===== config.mk =====
export PLATFORM = sky130hd
export DESIGN_NAME = usr_serializer_ctrl
export DESIGN_NICKNAME = d
export VERILOG_FILES = /design/src/rtl/usr_pkg.sv /design/src/rtl/usr_serializer_ctrl.sv
export SDC_FILE = /design/constraint.sdc
export NUM_CORES = 1
export LEC_CHECK = 0
export CAP_MARGIN = 20
export CORE_UTILIZATION = 39
export CTS_BUF_LIST = sky130_fd_sc_hd__clkbuf_8
export DETAILED_ROUTE_END_ITERATION = 16
export GPL_TIMING_DRIVEN = 1
export PLACE_DENSITY = 0.78
export SLEW_MARGIN = 25
export SYNTH_ARGS = -nofsm -noshare
export SYNTH_HDL_FRONTEND = slang
export SYNTH_SLANG_ARGS = --single-unit

===== constraint.sdc =====
create_clock -name clk -period 1.65 [get_ports clk]
set_input_delay 0.165 -clock clk [delete_from_list [all_inputs] [get_ports clk]]
set_output_delay 0.165 -clock clk [all_outputs]
set_load 0.01 [all_outputs]

===== src/rtl/usr_pkg.sv =====
// Shared definitions for the universal shift register and its serializer controller.
//   USR_HOLD/USR_SHR/USR_SHL/USR_LOAD : 2-bit shift register mode encodings
//   usr_ser_state_t                   : serializer controller FSM states
package usr_pkg;

  localparam logic [1:0] USR_HOLD = 2'b00;
  localparam logic [1:0] USR_SHR  = 2'b01;  // {data_in[0], q[W-1:1]}
  localparam logic [1:0] USR_SHL  = 2'b10;  // {q[W-2:0], data_in[0]}
  localparam logic [1:0] USR_LOAD = 2'b11;

  typedef enum logic [1:0] {
    IDLE,
    LOAD,
    SHIFT
  } usr_ser_state_t;

endpackage


===== src/rtl/usr_serializer_ctrl.sv =====
// Parallel-to-serial sequencer driving a universal shift register.
// Accepts a word on a valid/ready handshake, loads it into the shift register, then
// shifts it out WIDTH times in the requested direction, reporting each departing bit.
//   clk, reset              : clock and synchronous active-high reset
//   in_valid/in_ready       : word handshake
//   in_data, in_msb_first   : word and bit order (1 = MSB first, left shift)
//   pause                   : stalls shifting while high (ignored in the load cycle)
//   sr_mode, sr_data_in     : drive the shift register mode / data_in
//   sr_q                    : shift register data_out feedback
//   ser_out/valid/last      : serial bit, its qualifier and end-of-word flag
//   busy                    : a word is being loaded or shifted
module usr_serializer_ctrl
  import usr_pkg::*;
#(
  parameter int unsigned WIDTH = 4
) (
  input  logic             clk,
  input  logic             reset,
  input  logic             in_valid,
  output logic             in_ready,
  input  logic [WIDTH-1:0] in_data,
  input  logic             in_msb_first,
  input  logic             pause,
  output logic [1:0]       sr_mode,
  output logic [WIDTH-1:0] sr_data_in,
  input  logic [WIDTH-1:0] sr_q,
  output logic             ser_out,
  output logic             ser_valid,
  output logic             ser_last,
  output logic             busy
);

  localparam int unsigned     CntW    = $clog2(WIDTH);
  localparam logic [CntW-1:0] CntLast = CntW'(WIDTH - 1);

  usr_ser_state_t   state_q, state_d;
  logic [CntW-1:0]  cnt_q, cnt_d;
  logic [WIDTH-1:0] word_q, word_d;
  logic             dir_q, dir_d;

  logic last_bit;
  logic accept;

  // Only the departing end of the register is observed.
  logic unused_sr_q;
  assign unused_sr_q = ^sr_q;

  assign last_bit = (state_q == SHIFT) && !pause && (cnt_q == CntLast);
  assign accept   = in_valid && in_ready;

  // State register
  always_ff @(posedge clk) begin
    if (reset) begin
      state_q <= IDLE;
      cnt_q   <= '0;
      word_q  <= '0;
      dir_q   <= 1'b0;
    end else begin
      state_q <= state_d;
      cnt_q   <= cnt_d;
      word_q  <= word_d;
      dir_q   <= dir_d;
    end
  end

  // Next-state logic
  always_comb begin
    state_d = state_q;
    cnt_d   = cnt_q;
    word_d  = word_q;
    dir_d   = dir_q;
    unique case (state_q)
      IDLE: begin
        if (accept) begin
          state_d = LOAD;
          word_d  = in_data;
          dir_d   = in_msb_first;
        end
      end
      LOAD: begin
        cnt_d   = '0;
        state_d = SHIFT;
      end
      SHIFT: begin
        if (!pause) begin
          if (last_bit) begin
            // Back-to-back: a word offered on the last bit skips IDLE.
            if (accept) begin
              state_d = LOAD;
              word_d  = in_data;
              dir_d   = in_msb_first;
            end else begin
              state_d = IDLE;
            end
          end else begin
            cnt_d = cnt_q + CntW'(1);
          end
        end
      end
      default: state_d = IDLE;
    endcase
  end

  // Output decode; everything is forced low while reset is held.
  always_comb begin
    in_ready   = 1'b0;
    busy       = 1'b0;
    sr_mode    = USR_HOLD;
    sr_data_in = '0;
    ser_out    = 1'b0;
    ser_valid  = 1'b0;
    ser_last   = 1'b0;
    if (!reset) begin
      busy = (state_q != IDLE);
      unique case (state_q)
        IDLE: in_ready = 1'b1;
        LOAD: begin
          sr_mode    = USR_LOAD;
          sr_data_in = word_q;
        end
        SHIFT: begin
          if (!pause) begin
            sr_mode   = dir_q ? USR_SHL : USR_SHR;
            ser_valid = 1'b1;
            ser_out   = dir_q ? sr_q[WIDTH-1] : sr_q[0];
            ser_last  = last_bit;
            in_ready  = last_bit;
          end
        end
        default: ;
      endcase
    end
  end

endmodule


==> results of run 1 <==
## cells by family (layout without fill, tap and decap cells)
logic type / count (synthesis) / after routing / share of synthesized area [%]
fa+ha+maj: 6 / 6 / 12.85
compound gates: 8 / 8 / 9.853
mux: 8 / 8 / 13.71
buf+inv: 8 / 46 / 5.352
flops: 9 / 9 / 30.83
simple gates: 30 / 30 / 27.41
## state kept, by name, summed over array words and instances (netlist names)
signal / flops
word_q: 4
cnt_q: 2
state_q: 2
dir_q: 1
## timing repair
action                     4_1_cts  5_1_grt
resized for setup               24       10
hold buffers                     0        0
pin swaps                        1        1
setup endpoints to repair       11        9
buffers inserted                 0        0
## per-layer routing
layer	track usage, %	up-vias
met1	22.37	263
met5	0	-
met2	35.32	16
met3	8.152	4
met4	10.00	0
li1	-	304
## power by group
part           total, uW  leakage [uW]  switching [uW]  internal [uW]
Clock                264     0.0000255            98.7            165
Sequential           294     0.0000744            33.4            260
Combinational        555      0.000362             257            298
Total               1110      0.000462             389            724
## worst max-delay path: stages, from the launching register on
cell and delay, ns:
dfxtp_2 0.35, inv_2 0.06, ha_4 0.17, buf_4 0.15, a31oi_1 0.17, nor2_1 0.05, clkdlybuf4s15_1 0.22
## stage by stage
step / std cells / cell area, um2 / utilization, % / total power [uW] / setup WS, ns
4_1_cts: 122 / 964.7 / 71.46 / 1094 / 0.0000006661
3_5_place_dp: 118 / 917.1 / 67.93 / 823.0 / -0.2595
6_report: 122 / 996.0 / 73.77 / 1113 / 0.06869
3_3_place_gp: 118 / 917.1 / 67.93 / 807.4 / -0.1525
2_1_floorplan: 69 / 584.3 / - / 582.6 / 0.1158
5_1_grt: 122 / 996.0 / 73.77 / 1189 / 0.001655
## layout by cell type, fill, tap and decap left out, types with 2 or more instances in the layout
cell,n
buf_4,15
nor2_1,14
clkdlybuf4s50_1,9
mux2i_1,8
dfxtp_1,7
dlygate4sd2_1,6
inv_1,4
and2_1,4
ha_1,4
clkdlybuf4s15_1,4
nand2b_1,3
clkbuf_8,3
inv_2,2
nand2b_4,2
a21oi_1,2
## path summary, 6_finish.rpt
path	from	endpoint	slack, ns	cells past startpoint
worst max register to register	state_q[0]	word_q[1]	0.11	8
worst max-delay path	state_q[0]	sr_mode[1]	0.07	6
worst min register to register	word_q[2]	word_q[2]	0.49	2
worst min-delay path	word_q[2]	word_q[2]	0.49	2
## layout make-up
| type | count | area [um2] | share of cell area, % |
|---|---|---|---|
| Multi-Input combinational cell | 52 | 411.6 | 41.33 |
| Timing Repair Buffer | 36 | 311.5 | 31.28 |
| Sequential cell | 9 | 185.2 | 18.59 |
| Clock buffer | 3 | 41.29 | 4.146 |
| Inverter | 6 | 22.52 | 2.261 |
| Tap cell | 15 | 18.77 | 1.884 |
| Clock inverter | 1 | 5.005 | 0.5025 |
==> flow_metrics.env, run 1 <==
export IMPL_status="completed"
export IMPL_fmax_mhz=632.4
export IMPL_crit_required_ns=1.48
export IMPL_grt_setup_unrepaired="no"
export IMPL_dr_wl_met2_um=773
export IMPL_antenna_cells=0
export IMPL_first_pass_iters=3
export IMPL_dr_wl_met3_um=73
export IMPL_layout_drive_gt1_share_pct=29.91
export IMPL_start_kind="flop"
export IMPL_ys_warn_count=0
export IMPL_drtIter0Drc=7
export IMPL_yosysTopAreaCell="dfxtp_1"
export IMPL_cts_root_buf="clkbuf_8"
export IMPL_synth_common_cells="nor2_1 (14), dfxtp_1 (9), mux2i_1 (8)"
export IMPL_drt_wl_total_um=1522
export IMPL_fp_dieW_um=40.71
export IMPL_synth_most_common_cell="nor2_1"
export IMPL_drt_met1_wl_um=658
export IMPL_setup_viol=0
export IMPL_tightest_slew_ns=0.3235
export IMPL_cts_buffer_depth=2
export IMPL_crit_fanout=6
export IMPL_yosys_area_top_type_share_pct=30.84
export IMPL_worstSetupEndpointType="primary output"
export IMPL_ir_drop_v=0.0007671
export IMPL_crit_type="flop to primary output"
export IMPL_min_path_type="flop to flop"
export IMPL_pin_count=24
export IMPL_fin_skew_ns=0.004470
export IMPL_htree_levels=1
export IMPL_ys_types=24
export IMPL_grt_pass1_vias=500
export IMPL_cap_violations=0
export IMPL_fin_setup_tns_ns=0
export IMPL_ys_top_cells_by_area="dfxtp_1 (31%), mux2i_1 (14%), ha_1 (13%), nor2_1 (9.0%), and2_1 (4.3%)"
export IMPL_wl_per_cell_um=12.48
export IMPL_grt_pass1_wl_um=2104
export IMPL_arrival_ns=1.42
export IMPL_overflow=0
export IMPL_fillers=100
export IMPL_port_buffers=21
export IMPL_area_growth_pct=70.45
export IMPL_synth_edff_count=0
export IMPL_grt_usage_pct=20.81
export IMPL_die_y_um=40.71
export IMPL_top_layer_used="met4"
export IMPL_whs_ns=0.4915
export IMPL_cts_sinks=9
export IMPL_clock_latency_ns=0.24
export IMPL_vias_per_cell=4.811
export IMPL_power_density_nw_per_um2=1117
export IMPL_synth_nets=88
export IMPL_synth_area_um2=584.3
export IMPL_p_leak_uw=0.0004623
export IMPL_max_slew_margin_pct=78.43
export IMPL_ys_flop_type="dfxtp_1"
export IMPL_hpwl_um=1148
export IMPL_period_share_pct=95.84
export IMPL_rows=13
export IMPL_grt_start_max_net_pins=9
export IMPL_start_util_pct=43.28
export IMPL_antenna_found_initial=0
export IMPL_synth_avg_cell_area_um2=8.468
export IMPL_ys_seq_area_share_pct=30.84
export IMPL_cts_tree="built"
export IMPL_synth_seq_cells=9
export IMPL_min_period_ns=1.581
export IMPL_synth_cells=69
export IMPL_core_area_um2=1350
export IMPL_finalNetCount=127
export IMPL_hold_viol=0
export IMPL_antenna_left=0
export IMPL_drc=0
export IMPL_cts_made_buffers=3
export IMPL_gp_congestion=0.7323
export IMPL_slew_violations=0
export IMPL_clk_pin_slew_ns=0.05
export IMPL_via_count=587
export IMPL_dieArea_um2=1657
export IMPL_async_reset_ff_share_pct=0
No activity file was read; power rests on OpenSTA's default activity.
==> run 2: changes to the inputs <==
clock period = 1.3 ns   (was 1.65 ns; I/O delays follow)
==> flow_metrics.env, run 2 (synthesis gave the netlist of run 1 again) <==
export IMPL_rows=13
export IMPL_finalNetCount=131
export IMPL_drt_wl_total_um=1879
export IMPL_cts_sinks=9
export IMPL_cts_tree="built"
export IMPL_grt_usage_pct=26.16
export IMPL_final_area_um2=1071
export IMPL_wl_per_cell_um=14.91
export IMPL_cts_buffer_depth=2
export IMPL_hpwl_um=1154
export IMPL_status="finished with violations"
export IMPL_grt_start_max_net_pins=9
export IMPL_placed_cell_area_um2=959.7
export IMPL_clock_latency_ns=0.25
export IMPL_die_y_um=40.71
export IMPL_core_area_um2=1350
export IMPL_cts_made_buffers=3
export IMPL_ir_drop_v=0.0008502
export IMPL_drc=0
export IMPL_slew_violations=0
export IMPL_largest_reg_flops=4
export IMPL_layout_drive_gt1_share_pct=51.35
export IMPL_crit_type="flop to flop"
export IMPL_grt_pass1_wl_um=2704
export IMPL_cts_root_buf="clkbuf_8"
export IMPL_dieArea_um2=1657
export IMPL_antenna_found_initial=0
export IMPL_period_share_pct=114.5
export IMPL_fp_dieW_um=40.71
export IMPL_start_kind="flop"
export IMPL_path_cells="ha_4 > buf_4 > nand2b_1 > a22o_1 > or3_4 > a21oi_4"
export IMPL_vias_per_cell=5.159
export IMPL_tightest_slew_ns=0.4105
export IMPL_crit_buf_inv=1
export IMPL_violations="negative setup slack"
export IMPL_layout_common_cells="buf_4 (17), nor2_1 (14), buf_2 (10)"
export IMPL_min_path_type="flop to flop"
export IMPL_crit_required_ns=1.46
export IMPL_clk_pin_slew_ns=0.05
export IMPL_gp_congestion=0.6815
export IMPL_htree_levels=1
export IMPL_hold_viol=0
export IMPL_fin_setup_tns_ns=-1.930
export IMPL_setup_viol=17
export IMPL_power_density_nw_per_um2=1526
export IMPL_crit_fanout=3
export IMPL_antenna_left=0
export IMPL_min_period_ns=1.489
export IMPL_arrival_ns=1.65
export IMPL_worstSetupEndpointType="flop"
export IMPL_setup_ws_ns=-0.1886
export IMPL_via_count=650
export IMPL_largest_register="word_q"
export IMPL_start_util_pct=43.28
export IMPL_overflow=0
export IMPL_antenna_cells=0
export IMPL_drtIter0Drc=5
export IMPL_final_common_cell="buf_4"
export IMPL_grt_setup_unrepaired="yes"
export IMPL_grt_pass1_vias=619
export IMPL_cp_slowest_cell="or3_4"
export IMPL_max_slew_margin_pct=72.64
export IMPL_fmax_mhz=671.8
export IMPL_worst_path_largest_cell_delay_ns=0.38
export IMPL_cap_violations=0
export IMPL_reg_top3="word_q: 4 flops, cnt_q: 2 flops, state_q: 2 flops"
export IMPL_pin_count=24
export IMPL_area_growth_pct=83.30
export IMPL_holdBufCountCts=0
export IMPL_first_pass_iters=6
export IMPL_fin_skew_ns=0.008577
export IMPL_p_leak_uw=0.0004823
export IMPL_port_buffers=21
export IMPL_critPathTopFamily="simple AND/OR/NAND/NOR gates"
## run 2: cell count changes in the layout (fill, tap and decap cells not counted), moves of 2 or more
cell,delta
buf_4,+2
ha_1,-2
a21oi_1,-2
dfxtp_1,-2
clkdlybuf4s15_1,-4
buf_6,+3
dlygate4sd2_1,-5
a21oi_4,+2
buf_2,+9
dfxtp_2,+2
## run 2: final timing paths
path                                 from    endpoint  slack, ns  depth (start not counted)
worst min register to register  word_q[3]   word_q[3]       0.49                          2
worst max register to register   cnt_q[1]  state_q[0]      -0.19                          6
worst min-delay path            word_q[3]   word_q[3]       0.49                          2
worst max-delay path             cnt_q[1]  state_q[0]      -0.19                          6
## run 2: repair_timing
item / 4_1_cts / 5_1_grt
pin swaps: 9 / 3
resized for setup: 67 / 4
setup endpoints to repair: 20 / 19
setup buffers: 3 / 0
gates cloned: 0 / 0
## run 2: power by group
part	switching (uW)	total (uW)	internal, uW	leakage [uW]
clock network	133	344	211	0.0000255
logic	427	913	486	0.000381
registers	45.5	377	331	0.0000754
total	606	1630	1030	0.000482
## run 2: metrics by stage
step / hold slack, ns / utilization (%) / total power (uW) / std cells / worst slack, ns
after CTS: 0.5042 / 77.76 / 1550 / 126 / -0.1724
after detailed placement: 0.4901 / 71.08 / 1101 / 120 / -0.4725
after global placement: 0.4738 / 71.08 / 1083 / 120 / -0.4296
after global routing: 0.5211 / 79.33 / 1756 / 126 / -0.2413
after floorplan: 0.2768 / - / 783.9 / 69 / -0.08264
final: 0.4931 / 79.33 / 1634 / 126 / -0.1886
## run 2: final cells by class
cell class                      count  area, um2
Clock buffer                        3      41.29
Clock inverter                      1      5.005
Fill cell                          82      279.0
Inverter                            6      25.02
Multi-Input combinational cell     52      483.0
Sequential cell                     9      187.7
Tap cell                           15      18.77
Timing Repair Buffer               40      310.3
## run 2: tightest hold or removal path: cells and delay by family, from the launching register on
kind | cells | cell delay (ns)
flops | 1 | 0.32
simple gates | 1 | 0.07
mux | 1 | 0.06
## run 2: routing by layer
metal / track usage (%) / vias up / share of wire, %
li1: - / 312 / -
met1: 26.06 / 311 / 38
met2: 46.83 / 23 / 56
met3: 9.239 / 4 / 4.7
met4: 14.17 / 0 / 1.4
met5: 0 / - / 0
==> variant 1 (flow settings as in run 1) <==
Change the parameter `WIDTH` from 4 to 16.
--- a/src/rtl/usr_serializer_ctrl.sv
+++ b/src/rtl/usr_serializer_ctrl.sv
@@ -12,7 +12,7 @@
 module usr_serializer_ctrl
   import usr_pkg::*;
 #(
-  parameter int unsigned WIDTH = 4
+  parameter int unsigned WIDTH = 16
 ) (
   input  logic             clk,
   input  logic             reset,
Ports: changed (resized in_data, sr_data_in and sr_q); port bits go from 24 to 60. No check against the original RTL was run, so the function may have changed too.
==> variant 1 against run 1 <==
  * The flow now finishes with violations (negative setup slack)
  * Power rose by 100%
  * Global-route usage fell by 3.2 points
  * Critical path depth rose by 1
  * Sequential cell count increased by 14
  * Sequential share of layout area rose by 4.1 points
  * Worst setup slack lost 100 ps
  * Fmax is 6.1% lower
  * Routed wire length is 110% higher
  * Area after synthesis rose by 140%
  * Cell area is 100% higher
  * Hold slack worse by 40 ps
  * Core utilization fell by 13 points
  * Via count up 120%
  * Combinational power grew 110%
  * Critical endpoint is now sr_data_in[2]
  * Largest cell class unchanged
==> variant 1: results (changes against run 1) <==
* Fin nets at 266 (+110%)
* # setup viols final at 30 (+30)
* First-pass GRT wire length at 4.97 mm (+140%)
* Mux cell area share after synthesis at 13.1% (-0.61 points)
* CTS clock-pin slew for the worst setup and hold paths at 80 ps (+30 ps)
* Fillers at 325 (+230%)
* Peak supply drop at 0.689 mV (-10%)
* Syn_nets at 201 (+130%)
* Failing checks: negative setup slack
* Pre-CTS setup slack at -178 ps (+81.8 ps)
* Final Wtd Congestion at 0.785 (+7.2%)
* 1st-iter DRT viols at 32 (+25)
* Post-route setup slack at -34.8 ps (-103 ps)
* Layout cell share with drive strength beyond 1 at 29.3% (-0.63 points)
* CP max FO at 8 (+2)
* Synth cell types at 40 (+67%)
* Average cell area after synthesis at 8.71 um2 (+2.9%)
* Switching Fraction at 32.5% (-2.4 points)
* CP arrival at 1520 ps (+100 ps)
* Finished Layout Cells at 268 (+120%)
* Status: finished, violations left
* Buffers on Ports at 45 (+110%)
* Leakage power at 0.985 nW (+110%)
* Synth top area cells: dfxtp_1 (33%), mux2i_1 (13%), nand2_1 (9.3%)
* DP HPWL at 2.23 mm (+94%)
* Worst Skew at 7.87 ps (+3.40 ps)
[variant 1: cell type report]
cell class,instances,area (um2),share of cell area (%)
flip-flops and latches,23,463,22.7
clock buffers,3,41.3,2.03
multi-input cells,121,860,42.2
repair buffers,70,598,29.3
inverters,4,15.0,0.737
well taps,46,57.6,2.82
clock inverters,1,3.75,0.184
[variant 1: repair_timing]
action                                  in CTS  in global routing
setup buffers                                5                  0
endpoints found under the setup margin      40                 38
pin swaps                                    1                  5
resized for setup                           93                 14
gates cloned                                 2                  0
[variant 1: through the flow]
stage                     area [um2]  TNS (ps)
after floorplan                 1380         0
after global placement          1940     -2810
after detailed placement        1940     -3880
after CTS                       2020      -554
after global routing            2040     -2080
final                           2040      -561
[variant 1: cells by family after synthesis]
logic type	Yosys count
AOI/OAI and AO/OA	19
adders and majority gates	6
buffers and inverters	14
DFF	23
muxes	18
and+or+nand+nor	78
[variant 1: power groups by stage]
| stage | Clock, mW | Combinational, mW | Sequential (mW) |
|---|---|---|---|
| after CTS | 0.337 | 1.13 | 0.733 |
| after global routing | 0.358 | 1.26 | 0.748 |
| final | 0.325 | 1.16 | 0.739 |
| after global placement | 0 | 0.977 | 0.735 |
| after detailed placement | 0 | 0.987 | 0.739 |
| after floorplan | 0 | 0.618 | 0.731 |
[variant 1: final timing paths]
kind,startpoint,end,slack (ps),cells after the start
worst max-delay path,state_q[1]$_SDFFE_PP0P_,sr_data_in[2],-30,7
worst min-delay path,word_q[11]$_SDFFE_PP0P_,word_q[11]$_SDFFE_PP0P_,450,2
worst max register to register,state_q[1]$_SDFFE_PP0P_,word_q[10]$_SDFFE_PP0P_,-20,7
worst min register to register,word_q[11]$_SDFFE_PP0P_,word_q[11]$_SDFFE_PP0P_,450,2
[variant 1: layer usage]
layer / vias up / global-route usage (%) / wire [um]
met5: - / 0 / 0
met4: 0 / 3.81 / 14
met3: 2 / 1.89 / 123
met2: 27 / 34.8 / 1630
met1: 598 / 20.2 / 1460
li1: 664 / - / -
[variant 1: critical path, stage by stage, from the launching register on]
cell,delay [ps]
dfxtp_2,370
inv_2,50
ha_2,170
nor2b_4,130
buf_4,130
buf_6,120
and2_1,150
buf_2,130
==> variant 2 (config.mk and constraints of run 1) <==
Made on the original files. Take the reset off `word_q` and load it in a clocked block of its own.
--- a/src/rtl/usr_serializer_ctrl.sv
+++ b/src/rtl/usr_serializer_ctrl.sv
@@ -53,14 +53,16 @@
     if (reset) begin
       state_q <= IDLE;
       cnt_q   <= '0;
-      word_q  <= '0;
       dir_q   <= 1'b0;
     end else begin
       state_q <= state_d;
       cnt_q   <= cnt_d;
-      word_q  <= word_d;
       dir_q   <= dir_d;
     end
+  end
+
+  always_ff @(posedge clk) begin
+    word_q <= word_d;
   end
 
   // Next-state logic
Check against the original RTL: no difference found for any inputs over 10 cycles, from zero or initial values and one cycle with reset high; that may be too few to reach the edited logic, so the function may still have changed.
==> variant 2 against run 1 <==
  * Sequential cell count is the same
  * Synthesized cell count fell by 10%
  * Area after synthesis up 3.0%
  * Critical endpoint is now in_ready
  * Global-route usage fell by 0.90 points
  * Final cell count decreased by 7.4%
  * Worst setup slack got worse by 33 ps
  * Critical path type unchanged
  * Cell area decreased by 2.6%
  * Hold slack got worse by 16 ps
  * First-iteration DRC count unchanged
  * Routed wire length is 9.5% lower
Power is not compared: it rests on default switching activity, and its combinational part moved more than twofold at a synthesized area within 25%.
==> variant 2: results (changes against run 1) <==
* DRT Pass-1 Iters at 3 (unchanged)
* Slew margin rel. at 77.6% (-0.82 points)
* Initial antenna violation count at 0 (unchanged)
* First-pass GRT wire length at 2.10 mm (-0.33%)
* Worst Skew at 3.68 ps (-0.792 ps)
* Syn_nets at 81 (-8.0%)
* # diodes at 0 (unchanged)
* CP arrival at 1450 ps (+30 ps)
* Number of synthesized flops with an enable pin at 4 (+4)
* PostCTS Resize Cnt at 24 (unchanged)
* Worst path max stage delay at 330 ps (-20 ps)
* R2R setup slack at 90 ps (-20 ps)
* End of the critical path: in_ready
* Worst r2r path cells at 6 (-2)
* CTS clock-pin slew for the worst setup and hold paths at 50 ps (about the same)
* Ys Warns at 0 (unchanged)
* GRT met2 Usage at 37.9% (+2.6 points)
* DR WL met2 at 720 um (-6.9%)
* GR Util All Layers at 19.9% (-0.90 points)
* CP max FO at 2 (-4)
* Worst Setup SP: state_q[0]$_SDFFE_PP0P_
* Inst Count DP at 109 (-7.6%)
* Synth top area cells: edfxtp_1 (20%), dfxtp_1 (17%), ha_1 (12%)
* Post-CTS Setup Bufs at 0 (unchanged)
* Status: finished clean
* Seq/Total Area, Yosys at 36.6% (+5.8 points)
* GRT met3 Usage at 7.07% (-1.1 points)
* Peak supply drop at 0.526 mV
* Syn Inst Count at 62 (-10%)
* Final Wtd Congestion at 0.732 (about the same)
* Fin nets at 118 (-7.1%)
* Top sig layer: met4
* Synth cell types at 22 (-8.3%)
* Leakage power at 0.445 nW
* R2R Path End: word_q[3]$_DFFE_PP_
* # H-tree levels at 1 (unchanged)
* Metal3 WL at 70 um (-4.1%)
* Prevailing post-synth register cell: dfxtp_1
* Synth cell count leaders: nand2_1 (9), ha_1 (6), and2_1 (5), dfxtp_1 (5), inv_1 (5)
* DRC Markers at 0 (unchanged)
* Clock Root Buffer: clkbuf_8
* Met1 usage at 18.6% (-3.7 points)
* CTS max path bufs at 2 (unchanged)
* M1 WL at 573 um (-13%)
* Reg-to-Reg Start: state_q[1]$_SDFFE_PP0P_
* DRT Wirelength at 1.38 mm (-9.5%)
* Layout cell share with drive strength beyond 1 at 35.7% (+5.8 points)
* DP HPWL at 1.11 mm (-3.1%)
* Post-DR vias/cell at 4.99 (+3.7%)
* CP top delay family: flip-flops
* Number of global-route vias before repair at 524 (+4.8%)
* DR vias at 564 (-3.9%)
[variant 2: per-stage QoR]
step | instance area (um2) | hold slack, ps | TNS [ps] | util, % | worst slack (ps)
after detailed placement | 916 | 473 | -1590 | 67.0 | -244
after CTS | 968 | 479 | 0 | 70.9 | 1.02
after global routing | 970 | 481 | 0 | 71.0 | 2.51
after global placement | 916 | 460 | -1350 | 67.0 | -219
final | 970 | 475 | 0 | 71.0 | 35.6
after floorplan | 602 | 264 | 0 | - | 144
[variant 2: worst min path at each step]
stage | endpoint | startpoint | cells past startpoint
after global routing | word_q[1]$_DFFE_PP_ | in_data[1] | 1
after detailed placement | cnt_q[1]$_SDFFE_PP0P_ | cnt_q[1]$_SDFFE_PP0P_ | 2
after floorplan | word_q[0]$_DFFE_PP_ | in_data[0] | 0
after global placement | cnt_q[1]$_SDFFE_PP0P_ | cnt_q[1]$_SDFFE_PP0P_ | 2
final | state_q[1]$_SDFFE_PP0P_ | state_q[1]$_SDFFE_PP0P_ | 2
after CTS | state_q[1]$_SDFFE_PP0P_ | state_q[1]$_SDFFE_PP0P_ | 2
[variant 2: cell type report]
type                       count  area (um2)
clock buffer                   3        41.3
clock inverter                 1        3.75
tap                           15        18.8
multi-input combinational     46         384
sequential                     9         223
fill                         109         397
timing repair buffer          34         280
inverter                       5        18.8
[variant 2: where the power goes]
part           internal, mW  leakage [nW]  switching [mW]  total [mW]
Combinational         0.150         0.340           0.121       0.271
Sequential            0.257        0.0786          0.0126       0.270
Clock                 0.162        0.0269          0.0909       0.253
[variant 2: logic make-up after synthesis]
group / after synthesis / share of synthesized area, %
compound gates: 8 / 12.7
fa+ha+maj: 6 / 12.5
buf+inv: 7 / 5.20
flops: 9 / 36.6
mux: 3 / 4.99
simple gates: 29 / 28.1
